<file path="config.mk">
export PLATFORM = sky130hd
export DESIGN_NAME = load_store_unit
export DESIGN_NICKNAME = d
export VERILOG_FILES = /design/src/rtl/load_store_unit.sv
export SDC_FILE = /design/constraint.sdc
export NUM_CORES = 1
export LEC_CHECK = 0
export CAP_MARGIN = 20
export CORE_AREA = 10 10 140 142
export DETAILED_ROUTE_END_ITERATION = 10
export DIE_AREA = 0 0 150 152
export PLACE_DENSITY = 0.73
export SLEW_MARGIN = 0
export SYNTH_ARGS = -nofsm -noshare
export SYNTH_HDL_FRONTEND = slang
export SYNTH_SLANG_ARGS = --single-unit
</file>
<file path="constraint.sdc">
create_clock -name clk -period 2 [get_ports clk]
set_input_delay 0.4 -clock clk [delete_from_list [all_inputs] [get_ports clk]]
set_output_delay 0.4 -clock clk [all_outputs]
set_load 0.01 [all_outputs]
</file>
<file path="src/rtl/load_store_unit.sv">
// load_store_unit
//   Single-outstanding RV32I load/store unit. It accepts one CPU request,
//   issues one word-aligned memory access, and returns one response pulse.
//   States: IDLE (accept) -> ACCESS (mem_en held until ack/timeout) -> RESP.
//   Requests with an illegal funct3 (and misaligned half/word accesses when
//   trapping is enabled) skip ACCESS and respond with resp_err.
//
// Parameters
//   TIMEOUT : max ACCESS cycles without mem_ack before erroring (1..255)
//
// Build option
//   MISALIGN_TRAP_EN : when defined, misaligned LH/LHU/SH/LW/SW are errors;
//                      otherwise the low address bits are ignored and the
//                      aligned access is performed.
//
// Ports
//   clk, rst          : clock, synchronous active-high reset
//   req_*             : CPU request (valid/ready, write, funct3, addr, wdata, rd)
//   resp_*            : one-cycle completion (valid, rd, rdata, err)
//   mem_*             : word memory port (en, we, addr, wdata, rdata, ack)
module load_store_unit #(
  parameter int TIMEOUT = 16
) (
  input  logic        clk,
  input  logic        rst,
  input  logic        req_valid,
  output logic        req_ready,
  input  logic        req_write,
  input  logic [2:0]  req_funct3,
  input  logic [31:0] req_addr,
  input  logic [31:0] req_wdata,
  input  logic [4:0]  req_rd,
  output logic        resp_valid,
  output logic [4:0]  resp_rd,
  output logic [31:0] resp_rdata,
  output logic        resp_err,
  output logic        mem_en,
  output logic [3:0]  mem_we,
  output logic [31:0] mem_addr,
  output logic [31:0] mem_wdata,
  input  logic [31:0] mem_rdata,
  input  logic        mem_ack
);

  typedef enum logic [1:0] {
    ST_IDLE   = 2'd0,
    ST_ACCESS = 2'd1,
    ST_RESP   = 2'd2
  } state_e;

  localparam logic [7:0] LastCnt = 8'(TIMEOUT - 1);

  state_e      state_q, state_d;
  logic        write_q;
  logic [2:0]  funct3_q;
  logic [31:0] addr_q;
  logic [31:0] wdata_q;
  logic [4:0]  rd_q;
  logic [31:0] rdata_q;
  logic        err_q, err_d;
  logic [7:0]  cnt_q, cnt_d;

  // Request legality, decided on the incoming request while in IDLE.
  logic req_bad;
  always_comb begin
    // NOTE: every always_comb output gets a default first so no latch is inferred.
    req_bad = 1'b0;
    if (req_write) req_bad = (req_funct3 >= 3'b011);
    else           req_bad = (req_funct3 == 3'b011) || (req_funct3 == 3'b110) ||
                             (req_funct3 == 3'b111);
`ifdef MISALIGN_TRAP_EN
    if ((req_funct3[1:0] == 2'b01) && req_addr[0])            req_bad = 1'b1;
    if ((req_funct3[1:0] == 2'b10) && (req_addr[1:0] != 2'b00)) req_bad = 1'b1;
`endif
  end

  // Next-state logic.
  always_comb begin
    state_d = state_q;
    err_d   = err_q;
    cnt_d   = cnt_q;
    unique case (state_q)
      ST_IDLE: begin
        cnt_d = 8'd0;
        if (req_valid) begin
          err_d   = req_bad;
          state_d = req_bad ? ST_RESP : ST_ACCESS;
        end
      end
      ST_ACCESS: begin
        if (mem_ack) begin
          state_d = ST_RESP;
        end else if (cnt_q == LastCnt) begin
          err_d   = 1'b1;
          state_d = ST_RESP;
        end else begin
          cnt_d = cnt_q + 8'd1;
        end
      end
      ST_RESP:  state_d = ST_IDLE;
      default:  state_d = ST_IDLE;
    endcase
  end

  // NOTE: sequential state uses non-blocking assignments so every register
  // samples the pre-edge values regardless of statement order.
  always_ff @(posedge clk) begin
    if (rst) begin
      state_q  <= ST_IDLE;
      err_q    <= 1'b0;
      cnt_q    <= 8'd0;
      write_q  <= 1'b0;
      funct3_q <= 3'b000;
      addr_q   <= 32'd0;
      wdata_q  <= 32'd0;
      rd_q     <= 5'd0;
      rdata_q  <= 32'd0;
    end else begin
      state_q <= state_d;
      err_q   <= err_d;
      cnt_q   <= cnt_d;
      if (state_q == ST_IDLE && req_valid) begin
        write_q  <= req_write;
        funct3_q <= req_funct3;
        addr_q   <= req_addr;
        wdata_q  <= req_wdata;
        rd_q     <= req_rd;
      end
      if (state_q == ST_ACCESS && mem_ack) rdata_q <= mem_rdata;
    end
  end

  // Store byte enables and lane-replicated data.
  logic [3:0]  st_we;
  logic [31:0] st_wdata;
  always_comb begin
    st_we    = 4'b0000;
    st_wdata = wdata_q;
    unique case (funct3_q[1:0])
      2'b00: begin
        st_we    = 4'b0001 << addr_q[1:0];
        st_wdata = {4{wdata_q[7:0]}};
      end
      2'b01: begin
        st_we    = 4'b0011 << {addr_q[1], 1'b0};
        st_wdata = {2{wdata_q[15:0]}};
      end
      default: st_we = 4'b1111;
    endcase
  end

  // Load lane selection and extension from the captured word.
  logic [7:0]  ld_byte;
  logic [15:0] ld_half;
  logic [31:0] ld_data;
  always_comb begin
    ld_byte = rdata_q[8*addr_q[1:0] +: 8];
    ld_half = addr_q[1] ? rdata_q[31:16] : rdata_q[15:0];
    ld_data = 32'd0;
    unique case (funct3_q)
      3'b000:  ld_data = {{24{ld_byte[7]}}, ld_byte};
      3'b001:  ld_data = {{16{ld_half[15]}}, ld_half};
      3'b010:  ld_data = rdata_q;
      3'b100:  ld_data = {24'd0, ld_byte};
      3'b101:  ld_data = {16'd0, ld_half};
      default: ld_data = 32'd0;
    endcase
  end

  // Outputs are forced low combinationally while rst is high, so they read
  // zero even before the first reset edge has been taken.
  logic in_access, in_resp;
  assign in_access = !rst && (state_q == ST_ACCESS);
  assign in_resp   = !rst && (state_q == ST_RESP);

  assign req_ready  = !rst && (state_q == ST_IDLE);
  assign mem_en     = in_access;
  assign mem_addr   = in_access ? {addr_q[31:2], 2'b00} : 32'd0;
  assign mem_we     = (in_access && write_q) ? st_we : 4'b0000;
  assign mem_wdata  = (in_access && write_q) ? st_wdata : 32'd0;
  assign resp_valid = in_resp;
  assign resp_err   = in_resp && err_q;
  assign resp_rd    = (in_resp && !write_q) ? rd_q : 5'd0;
  assign resp_rdata = (in_resp && !write_q && !err_q) ? ld_data : 32'd0;

endmodule

</file>
==> qor.csv, run 1 <==
stage;metric;value;unit
die;Ports;218;
sta;clk_skew;0.005225;ns
sta;worst slew pin tran;0.9427;ns
setup_path;Crit Reg-Reg Endpoint;rdata_q[23];
synth;Netlist cell types;46;
synth;Seq cells post-synth;116;
clock_tree;later-pin clock latency in the skew report;0.41;ns
synth;Synth Cell Area;5746;µm²
clock_tree;CTS H-tree lvls;4;
global_route;initial antenna violation count;3;
place;DP Area;8474;µm²
synth;syn_area_per_cell;7.501;µm²
place;port bufs;215;
global_route;gr ovfl total;0;
sta;Tcrit/Tclk final;117.2;%
power_and_ir_drop;Leak;4.067;nW
sta;Min Clock Period, post-route;2.344;ns
setup_path;CP Class;flip-flop to output port;
outcome;status;finished, violations left;
detailed_routing;routed wire length;23720;µm
place;Routability Congestion;0.8673;
clock_tree;Num Clock Sinks;116;
setup_path;FF-to-FF Start;state_q[1];
synth;register area share after synthesis;40.42;%
setup_path;Req. time, crit path;1.60;ns
layout;Layout Cells excl Fill;1300;
power_and_ir_drop;Peak VDD IR;539.2;µV
sta;Finish-stage setup viols;100;
detailed_routing;routed len/inst;18.25;µm
synth;Most used DFF post-synth;dfxtp_1;
layout;layout cells sized above 1;38.42;%
sta;RSZ-0062 raised after global routing;yes;
global_route;Total Routing Usage GR;20.19;%
synth;most numerous cell in the Yosys netlist;nand2_1;
detailed_routing;DRT iter0 DRCs;454;
layout;fin area;10400;µm²
place;DP HPWL;15540;µm
synth;Yosys Warn Count;0;
setup_path;FF-to-FF setup slack;0.22;ns
detailed_routing;via count;6528;
die;Initial Util;33.92;%
setup_path;Slowest cell on crit path;mux4_2;
setup_path;crit path buf inv count;3;
setup_path;crit-path leading delay family;multiplexers;
clock_tree;clock slew at reported path FFs;0.05;ns
synth;top cell type's share of synthesized area;40.42;%
synth;Synth area leader;dfxtp_1;
setup_path;crit path to;resp_rdata[6];
setup_path;Most common cell on crit path;buf_6;
layout;Final #Nets;1172;
setup_path;crit path cell chain;nor2b_4 > buf_6 > buf_6 > mux4_2 > a22o_1 > buf_6;
clock_tree;root buf cell;clkbuf_16;
setup_path;CP Launch Type;flip-flop;
sta;Min Hold Slack;0.4529;ns
die;die area;22800;µm²
global_route;largest net degree at the start of global routing;87;
job;MaxCap Viol Count;0;
setup_path;CP endpoint kind;output port;
place;placed insts;1208;
clock_tree;cts bufs inserted;17;
layout;final core occ;61.40;%
synth;Post-Syn Instances;766;
setup_path;Levels on crit path;6;
synth;synth top area cells;dfxtp_1 (40%), nand2_1 (16%), a21oi_1 (12%);
clock_tree;clock buffer depth;2;
sta;Rel. slew slack;37.15;%
setup_path;Reg2Reg Depth;7;
detailed_routing;DRT Pass-1 Iters;6;
sta;Final Hold Viols;0;
global_route;number of global-route vias before repair;6650;
die;num rows;48;
sta;fmax;426.6;MHz
synth;Post-synth EDFFs;0;
detailed_routing;DR vias/cell;5.022;
hold_path;Min-Delay Path Class;flip-flop to flip-flop;
setup_path;arrival time at the worst endpoint;1.94;ns
setup_path;CP max stage delay;0.47;ns
detailed_routing;remaining antenna violation count;0;
outcome;failing checks;negative setup slack;
global_route;first-pass GRT wire length;36820;µm
clock_tree;CTS tree;yes;
synth;most common library cells after synthesis;nand2_1 (247), a21oi_1 (135), dfxtp_1 (116);
synth;Post-synth ARST share;0;%
die;Die W;150;µm
power_and_ir_drop;Power Density;656.6;nW/µm²
layout;Area growth syn-to-layout;80.99;%
setup_path;Critical Path Start;addr_q[0];
hold_path;Hold Crit Start;addr_q[28];
sta;setup slack after layout;-0.3443;ns
sta;max-slew violations;0;
die;die span in y;152;µm
layout;ant diodes;0;
die;core footprint;16940;µm²
detailed_routing;DRC violations left;0;
setup_path;CP max FO;6;
[how the worst min path moves through the flow]
stage	endpoint	slack (ns)	cells past startpoint
after floorplan	addr_q[10]	0.43	2
after global placement	addr_q[21]	0.44	2
after detailed placement	addr_q[31]	0.44	2
after CTS	addr_q[9]	0.45	2
after global routing	addr_q[24]	0.48	2
final	addr_q[28]	0.45	2
[per-layer routing]
metal	global-route usage (%)	part of all wire [%]
met2	32.57	48
met3	8.346	11
met1	24.25	39
met5	0	0.17
met4	5.093	1.5
[cell usage in the layout (no fill, tap or decap), drive strengths merged, types with 2 or more instances in the layout]
cell / netlist / routed
or2: 4 / 4
mux2i: 17 / 17
nand2: 249 / 249
dlygate4sd2: 0 / 2
bufinv: 0 / 3
clkinv: 0 / 5
nor3b: 2 / 2
and2: 40 / 40
or3: 2 / 2
clkbuf: 33 / 20
dfxtp: 116 / 116
xor2: 4 / 4
nor2b: 2 / 2
clkdlybuf4s50: 0 / 107
o21ai: 7 / 8
conb: 1 / 2
nand3: 3 / 3
mux4: 9 / 9
and3: 10 / 10
nand4: 2 / 2
nor3: 2 / 2
nor2: 44 / 44
clkinvlp: 0 / 4
a22oi: 10 / 10
inv: 3 / 4
a211oi: 3 / 3
o211ai: 2 / 2
buf: 30 / 227
a21oi: 153 / 153
a22o: 7 / 7
[worst reg2reg max path, cell delays in order (launching register included)]
cell	delay (ns)
dfxtp_2	0.33
nand2b_4	0.15
buf_4	0.13
buf_4	0.11
buf_4	0.13
or2_2	0.52
nand2_1	0.17
a21oi_1	0.08
[cell families after synthesis]
logic type      count (synthesis)  synth area share [%]
buf+inv                        66                 5.553
fa+ha+maj                       1                0.2177
xor+xnor                        4                0.6097
flops                         116                 40.42
mux                            26                 6.489
compound gates                184                 18.60
other cells                     1               0.06527
simple gates                  368                 28.05
[stage by stage]
stage	total power, mW	setup WS (ns)	setup TNS, ns
final	6.828	-0.3443	-16.58
after global routing	7.092	-0.4183	-23.18
after global placement	3.471	-0.3712	-27.37
after detailed placement	3.485	-0.4084	-28.20
after floorplan	3.011	0.1078	0
after CTS	6.821	-0.3547	-22.63
[power by group]
| group | internal [mW] | switching (mW) | leakage (nW) |
|---|---|---|---|
| sequential | 2.44 | 0.101 | 0.952 |
| clock | 1.99 | 1.13 | 0.285 |
| combinational | 0.614 | 0.558 | 2.83 |
| total | 5.04 | 1.79 | 4.07 |
[layout make-up]
class	instances	area, µm²
Fill cell	1377	6538
Multi-Input combinational cell	586	3638
Timing Repair Buffer	338	3523
Sequential cell	116	2341
Clock buffer	19	442.9
Tap cell	225	281.5
Clock inverter	13	157.7
Inverter	3	13.76
[sequential cells by signal, indices dropped and copies added, names as in the netlist]
signal    flops
err_q         1
rd_q          5
funct3_q      3
cnt_q         8
addr_q       32
wdata_q      32
state_q       2
write_q       1
rdata_q      32
[repair_timing]
action | CTS | global route
pin swaps | 30 | 36
gates resized for setup | 614 | 101
endpoints found under the setup margin | 107 | 105
setup buffers | 48 | 11
hold buffers | 0 | 0
cloned | 13 | 0
Power figures use the tool's default switching activity.
==> run 2: changes to the inputs <==
--- a/config.mk
+++ b/config.mk
@@ -9,6 +9,7 @@
 export CORE_AREA = 10 10 140 142
 export DETAILED_ROUTE_END_ITERATION = 10
 export DIE_AREA = 0 0 150 152
+export MAX_ROUTING_LAYER = met4
 export PLACE_DENSITY = 0.73
 export SLEW_MARGIN = 0
 export SYNTH_ARGS = -nofsm -noshare
==> constraint.sdc (replaced) <==
create_clock -name clk -period 2 [get_ports clk]
set_input_delay 0.2 -clock clk [delete_from_list [all_inputs] [get_ports clk]]
set_output_delay 0.2 -clock clk [all_outputs]
set_load 0.1 [all_outputs]
==> run 2 against run 1 <==
  * The run still ends with negative setup slack left
  * Worst hold slack worse by 0.12 ns
  * Cell count down 4.9%
  * Register-to-register slack better by 0.07 ns
  * Via count down 0.44%
  * Combinational power up 4%
  * Die area unchanged
  * Sequential cell count unchanged
  * Core utilization up 4.1 points
  * Critical endpoint unchanged
==> qor.csv, run 2 (synthesized netlist as in run 1, its figures left out) <==
stage;metric;value;unit;change
power_and_ir_drop;Leak;3.985;nW;-2.0%
setup_path;CP max FO;8;;+2
sta;clk_skew;0.009530;ns;+0.004305 ns
global_route;gr busiest metal;met2;;
clock_tree;hold buffer count at CTS;0;;unchanged
global_route;number of global-route vias before repair;6559;;-1.4%
clock_tree;cts bufs inserted;17;;unchanged
setup_path;crit path cell chain;nor2b_4 > buf_8 > mux4_2 > a22o_4 > buf_12;;
layout;largest registers;addr_q x32, rdata_q x32, wdata_q x32;;
die;num rows;48;;unchanged
power_and_ir_drop;Peak VDD IR;634.1;µV;+18%
clock_tree;root buf cell;clkbuf_16;;
sta;Final Hold Viols;0;;unchanged
setup_path;Reg2Reg Depth;7;;unchanged
detailed_routing;DRT iter0 DRCs;338;;-26%
setup_path;Slowest cell on crit path;mux4_2;;
detailed_routing;DRT Pass-1 Iters;4;;-2
die;die area;22800;µm²;unchanged
detailed_routing;DR vias/cell;5.258;;+4.7%
global_route;largest net degree at the start of global routing;114;;+31%
clock_tree;clock buffer depth;2;;unchanged
die;Initial Util;33.92;%;unchanged
setup_path;FF-to-FF Start;state_q[0];;
setup_path;CP Launch Type;flip-flop;;
sta;Finish-stage setup viols;47;;-53%
layout;fin area;11090;µm²;+6.6%
detailed_routing;routed len/inst;20.06;µm;+9.9%
die;core footprint;16940;µm²;unchanged
sta;RSZ-0062 raised after global routing;yes;;
detailed_routing;remaining antenna violation count;0;;unchanged
clock_tree;later-pin clock latency in the skew report;0.41;ns;about the same
clock_tree;Num Clock Sinks;116;;unchanged
place;Routability Congestion;0.8615;;-0.67%
die;Die W;150;µm;unchanged
global_route;Total Routing Usage GR;21.44;%;+1.2 points
sta;Min Hold Slack;0.3353;ns;-0.1176 ns
hold_path;Hold Crit Start;req_wdata[25];;
hold_path;Hold EP;wdata_q[25];;
sta;Rel. slew slack;58.38;%;+21 points
place;DP HPWL;16480;µm;+6.1%
layout;most frequent cells in the layout;nand2_1 (233), buf_12 (118), a21oi_1 (111);;
outcome;failing checks;negative setup slack;;
hold_path;worst hold path depth;3;;+1
setup_path;Req. time, crit path;1.80;ns;+0.20 ns
clock_tree;CTS tree;yes;;
layout;Final #Nets;1105;;-5.7%
layout;commonest non-fill, non-tap cell in the layout;nand2_1;;
sta;Tcrit/Tclk final;112.2;%;-5.0 points
setup_path;CP max stage delay;0.52;ns;+0.05 ns
place;port bufs;215;;unchanged
place;DP Area;9503;µm²;+12%
global_route;gr ovfl total;0;;unchanged
layout;Area growth syn-to-layout;92.94;%;
place;worst slack at placement;0.03485;ns;+0.4432 ns
clock_tree;clock slew at reported path FFs;0.06;ns;about the same
global_route;first-pass GRT wire length;37470;µm;+1.8%
hold_path;Min-Delay Path Class;input port to flip-flop;;
layout;filler cell count;1271;;-7.7%
outcome;status;finished, violations left;;
detailed_routing;routed wire length;24790;µm;+4.5%
global_route;met3 GRT Util;8.821;%;+0.48 points
setup_path;FF-to-FF setup slack;0.29;ns;+0.07 ns
sta;setup slack after layout;-0.2446;ns;+0.09974 ns
setup_path;CP Class;flip-flop to output port;;
sta;Min Clock Period, post-route;2.245;ns;-0.09974 ns
die;Ports;218;;unchanged
job;MaxCap Viol Count;0;;unchanged
sta;fmax;445.5;MHz;+4.4%
die;die span in y;152;µm;unchanged
sta;worst slew pin tran;0.6243;ns;-0.3184 ns
global_route;met2 Track Usage GR;33.71;%;+1.1 points
detailed_routing;DRC violations left;0;;unchanged
place;placed insts;1174;;-2.8%
global_route;initial antenna violation count;4;;+1
setup_path;arrival time at the worst endpoint;2.04;ns;+0.10 ns
layout;Layout Cells excl Fill;1236;;-4.9%
layout;layout cells sized above 1;34.46;%;-4.0 points
layout;area occupied by multi-input gates;3950;µm²;+8.6%
detailed_routing;via count;6499;;-0.44%
power_and_ir_drop;Power Density;620.1;nW/µm²;-5.6%
setup_path;Crit Reg-Reg Endpoint;rdata_q[20];;
setup_path;CP endpoint kind;output port;;
layout;Seq. cell area;2344;µm²;+0.11%
sta;max-slew violations;0;;unchanged
global_route;global routing usage on met1;23.61;%;-0.64 points
clock_tree;CTS H-tree lvls;4;;unchanged
-- run 2: cell types whose count changed in the layout (fill, tap and decap cells not counted), sizes merged --
cell	delta
and3b	+1
clkdlybuf4s15	-1
nand2	+1
o21ai	-1
dlygate4sd2	-2
clkbuf	-2
diode	+4
clkinvlp	-2
a31o	+1
clkinv	+3
inv	-1
buf	-65
-- run 2: cell type report --
cell class	instances	area share, %
Timing Repair Buffer	269	35.07
Antenna cell	4	0.09029
Multi-Input combinational cell	588	35.63
Clock buffer	18	3.962
Sequential cell	116	21.14
Inverter	3	0.1242
Clock inverter	13	1.445
Tap cell	225	2.540
-- run 2: what timing repair did --
action,CTS,global route
pin swaps,32,31
cloned,7,0
setup endpoints to repair,98,74
setup buffers,20,4
resized for setup,127,40
-- run 2: worst max path at each step --
stage / end / slack (ns) / cells after the start / from
floorplan: resp_rdata[16] / -0.72 / 5 / state_q[0]
global placement: resp_rdata[6] / 0.06 / 5 / addr_q[0]
detailed placement: resp_rdata[6] / 0.03 / 5 / addr_q[0]
CTS: resp_rdata[6] / -0.22 / 5 / addr_q[0]
global route: resp_rdata[6] / -0.32 / 5 / addr_q[0]
finish: resp_rdata[6] / -0.24 / 5 / addr_q[0]
-- run 2: layer usage --
layer  wire length [µm]  share of wire, %  up-vias
met5                  0                 0        -
met4                745               3.0        0
met3               2665                11       47
met2              11990                48      299
met1               9396                38     3121
li1                   -                 -     3032
-- run 2: power by group --
part	switching, mW	internal, mW	leakage, nW
registers	0.111	2.44	0.953
clock network	1.12	1.98	0.292
logic	0.672	0.552	2.74
total	1.90	4.97	3.98
-- run 2: through the flow --
stage	power [mW]	utilization (%)	TNS, ns
2_1_floorplan	3.135	-	-20.50
3_3_place_gp	3.577	56.11	0
3_5_place_dp	3.600	56.11	0
4_1_cts	6.834	64.30	-4.467
5_1_grt	7.125	65.46	-8.560
6_report	6.874	65.46	-5.636
-- run 2: critical path, delay by kind of cell (launching register included) --
family | cells | cell delay, ns
buf+inv | 2 | 0.32
flops | 1 | 0.36
mux | 1 | 0.52
simple gates | 1 | 0.16
compound gates | 1 | 0.27
==> run 3: changes to the inputs <==
--- a/config.mk
+++ b/config.mk
@@ -11,6 +11,7 @@
 export DIE_AREA = 0 0 150 152
 export MAX_ROUTING_LAYER = met4
 export PLACE_DENSITY = 0.73
+export REMOVE_ABC_BUFFERS = 1
 export SLEW_MARGIN = 0
 export SYNTH_ARGS = -nofsm -noshare
 export SYNTH_HDL_FRONTEND = slang
==> run 3 against run 2 <==
  * The flow still finishes with violations (negative setup slack)
  * Die area stayed put
  * Sequential share of layout area about the same
  * Worst hold slack got worse by 0.0090 ns
  * First-iteration DRC count up 23%
  * Count of clock-buffer cells in the layout increased by 5
  * Sequential cell count stayed put
  * Worst setup slack better by 0.020 ns
==> qor.csv, run 3 (synthesized netlist as in run 1, its figures left out) <==
stage;metric;value;unit;change
layout;most frequent cells in the layout;nand2_1 (242), buf_12 (117), a21oi_1 (111);;
clock_tree;later-pin clock latency in the skew report;0.41;ns;about the same
detailed_routing;via count;6505;;+0.092%
detailed_routing;DRT iter0 DRCs;417;;+23%
setup_path;Req. time, crit path;1.80;ns;about the same
clock_tree;root buf cell;clkbuf_16;;
place;placed insts;1168;;-0.51%
layout;largest registers;addr_q x32, rdata_q x32, wdata_q x32;;
detailed_routing;remaining antenna violation count;0;;unchanged
sta;RSZ-0062 raised after global routing;yes;;
sta;Rel. slew slack;58.32;%;-0.058 points
global_route;number of global-route vias before repair;6410;;-2.3%
sta;max-slew violations;0;;unchanged
clock_tree;clock slew at reported path FFs;0.06;ns;about the same
die;Ports;218;;unchanged
detailed_routing;DRT Pass-1 Iters;6;;+2
die;core footprint;16940;µm²;unchanged
job;MaxCap Viol Count;0;;unchanged
sta;worst slew pin tran;0.6252;ns;+0.0008768 ns
clock_tree;cts bufs inserted;17;;unchanged
detailed_routing;Max Used Layer;met4;;
place;worst slack at placement;0.07211;ns;+0.03726 ns
global_route;initial antenna violation count;0;;-4
power_and_ir_drop;Leak;3.887;nW;-2.5%
power_and_ir_drop;Tot Pwr;6.922;mW;+0.69%
sta;Min Clock Period, post-route;2.224;ns;-0.02049 ns
setup_path;Slowest cell on crit path;mux4_2;;
global_route;Total Routing Usage GR;20.12;%;-1.3 points
sta;fmax;449.6;MHz;+0.92%
outcome;failing checks;negative setup slack;;
place;DP HPWL;15360;µm;-6.8%
layout;ant diodes;0;;-4
detailed_routing;routed wire length;25080;µm;+1.2%
sta;setup slack after layout;-0.2241;ns;+0.02049 ns
layout;Area growth syn-to-layout;92.31;%;
layout;commonest non-fill, non-tap cell in the layout;nand2_1;;
detailed_routing;routed len/inst;20.34;µm;+1.4%
power_and_ir_drop;Power Density;626.5;nW/µm²;+1.0%
global_route;first-pass GRT wire length;35490;µm;-5.3%
detailed_routing;DR vias/cell;5.276;;+0.34%
outcome;status;finished, violations left;;
sta;clk_skew;0.004206;ns;-0.005324 ns
setup_path;CP Launch Type;flip-flop;;
die;die span in y;152;µm;unchanged
setup_path;arrival time at the worst endpoint;2.02;ns;-0.02 ns
layout;layout cells sized above 1;33.53;%;-0.93 points
layout;Final #Nets;1105;;unchanged
sta;Tcrit/Tclk final;111.2;%;-1.0 points
detailed_routing;met1 wire length;9680;µm;+3.0%
layout;final core occ;65.24;%;-0.21 points
clock_tree;Num Clock Sinks;116;;unchanged
place;Routability Congestion;0.8963;;+4.0%
layout;fin area;11050;µm²;-0.33%
die;die area;22800;µm²;unchanged
die;Die W;150;µm;unchanged
setup_path;CP max FO;8;;unchanged
setup_path;CP endpoint kind;output port;;
detailed_routing;met2 wire length;12010;µm;+0.22%
sta;Finish-stage setup viols;79;;+68%
die;Initial Util;33.92;%;unchanged
detailed_routing;met3 WL;2608;µm;-2.1%
sta;Final Hold Viols;0;;unchanged
die;num rows;48;;unchanged
global_route;gr ovfl total;0;;unchanged
setup_path;crit path cell chain;nor2b_4 > buf_8 > mux4_2 > a22o_1 > buf_12;;
detailed_routing;DRC violations left;0;;unchanged
global_route;largest net degree at the start of global routing;93;;-18%
power_and_ir_drop;Peak VDD IR;593.9;µV;-6.3%
clock_tree;CTS H-tree lvls;4;;unchanged
layout;Layout Cells excl Fill;1233;;-0.24%
clock_tree;clock buffer depth;2;;unchanged
place;port bufs;215;;unchanged
setup_path;CP Class;flip-flop to output port;;
clock_tree;CTS tree;yes;;
setup_path;CP max stage delay;0.52;ns;about the same
hold_path;Min-Delay Path Class;input port to flip-flop;;
place;DP Area;9195;µm²;-3.2%
## run 3: power breakdown
| part | internal, mW | leakage, nW | switching, mW |
|---|---|---|---|
| Combinational | 0.550 | 2.64 | 0.669 |
| Sequential | 2.44 | 0.951 | 0.104 |
| Clock | 2.08 | 0.299 | 1.08 |
## run 3: area by class of cell
class / count / area, µm²
inverter: 3 / 11.26
clock inverter: 9 / 125.1
timing repair buffer: 268 / 3944
sequential: 116 / 2337
tap: 225 / 281.5
clock buffer: 23 / 488.0
fill: 1304 / 5887
multi-input combinational: 589 / 3862
## run 3: routing by layer
metal,track usage [%],vias to the layer above
li1,-,3021
met1,22.57,3105
met2,30.89,313
met3,9.029,66
met4,7.407,0
met5,-,-
## run 3: metrics by stage
step	hold slack (ns)	setup TNS, ns
floorplan	0.2691	-212.44
global placement	0.4367	0
detailed placement	0.4421	0
CTS	0.3183	-4.091
global route	0.3283	-11.95
finish	0.3263	-6.297
## run 3: repair_timing
item | CTS | global route
endpoints found under the hold margin | 0 | 0
setup buffers | 10 | 13
cloned | 5 | 6
hold buffers | 0 | 0
endpoints found under the setup margin | 98 | 76
resized for setup | 106 | 97
pin swaps | 13 | 50
## run 3: worst paths after layout
check	startpoint	end	slack, ns	cells past startpoint
hold reg to reg	rd_q[1]	rd_q[1]	0.45	2
hold / removal	rst	addr_q[16]	0.33	3
setup reg to reg	cnt_q[0]	cnt_q[1]	0.41	5
setup / recovery	addr_q[0]	resp_rdata[0]	-0.22	5
## run 3: critical path, delay by kind of cell (launching register included)
family	cells	cell delay, ns
compound gates	1	0.26
buf+inv	2	0.33
flops	1	0.35
mux	1	0.52
simple gates	1	0.15
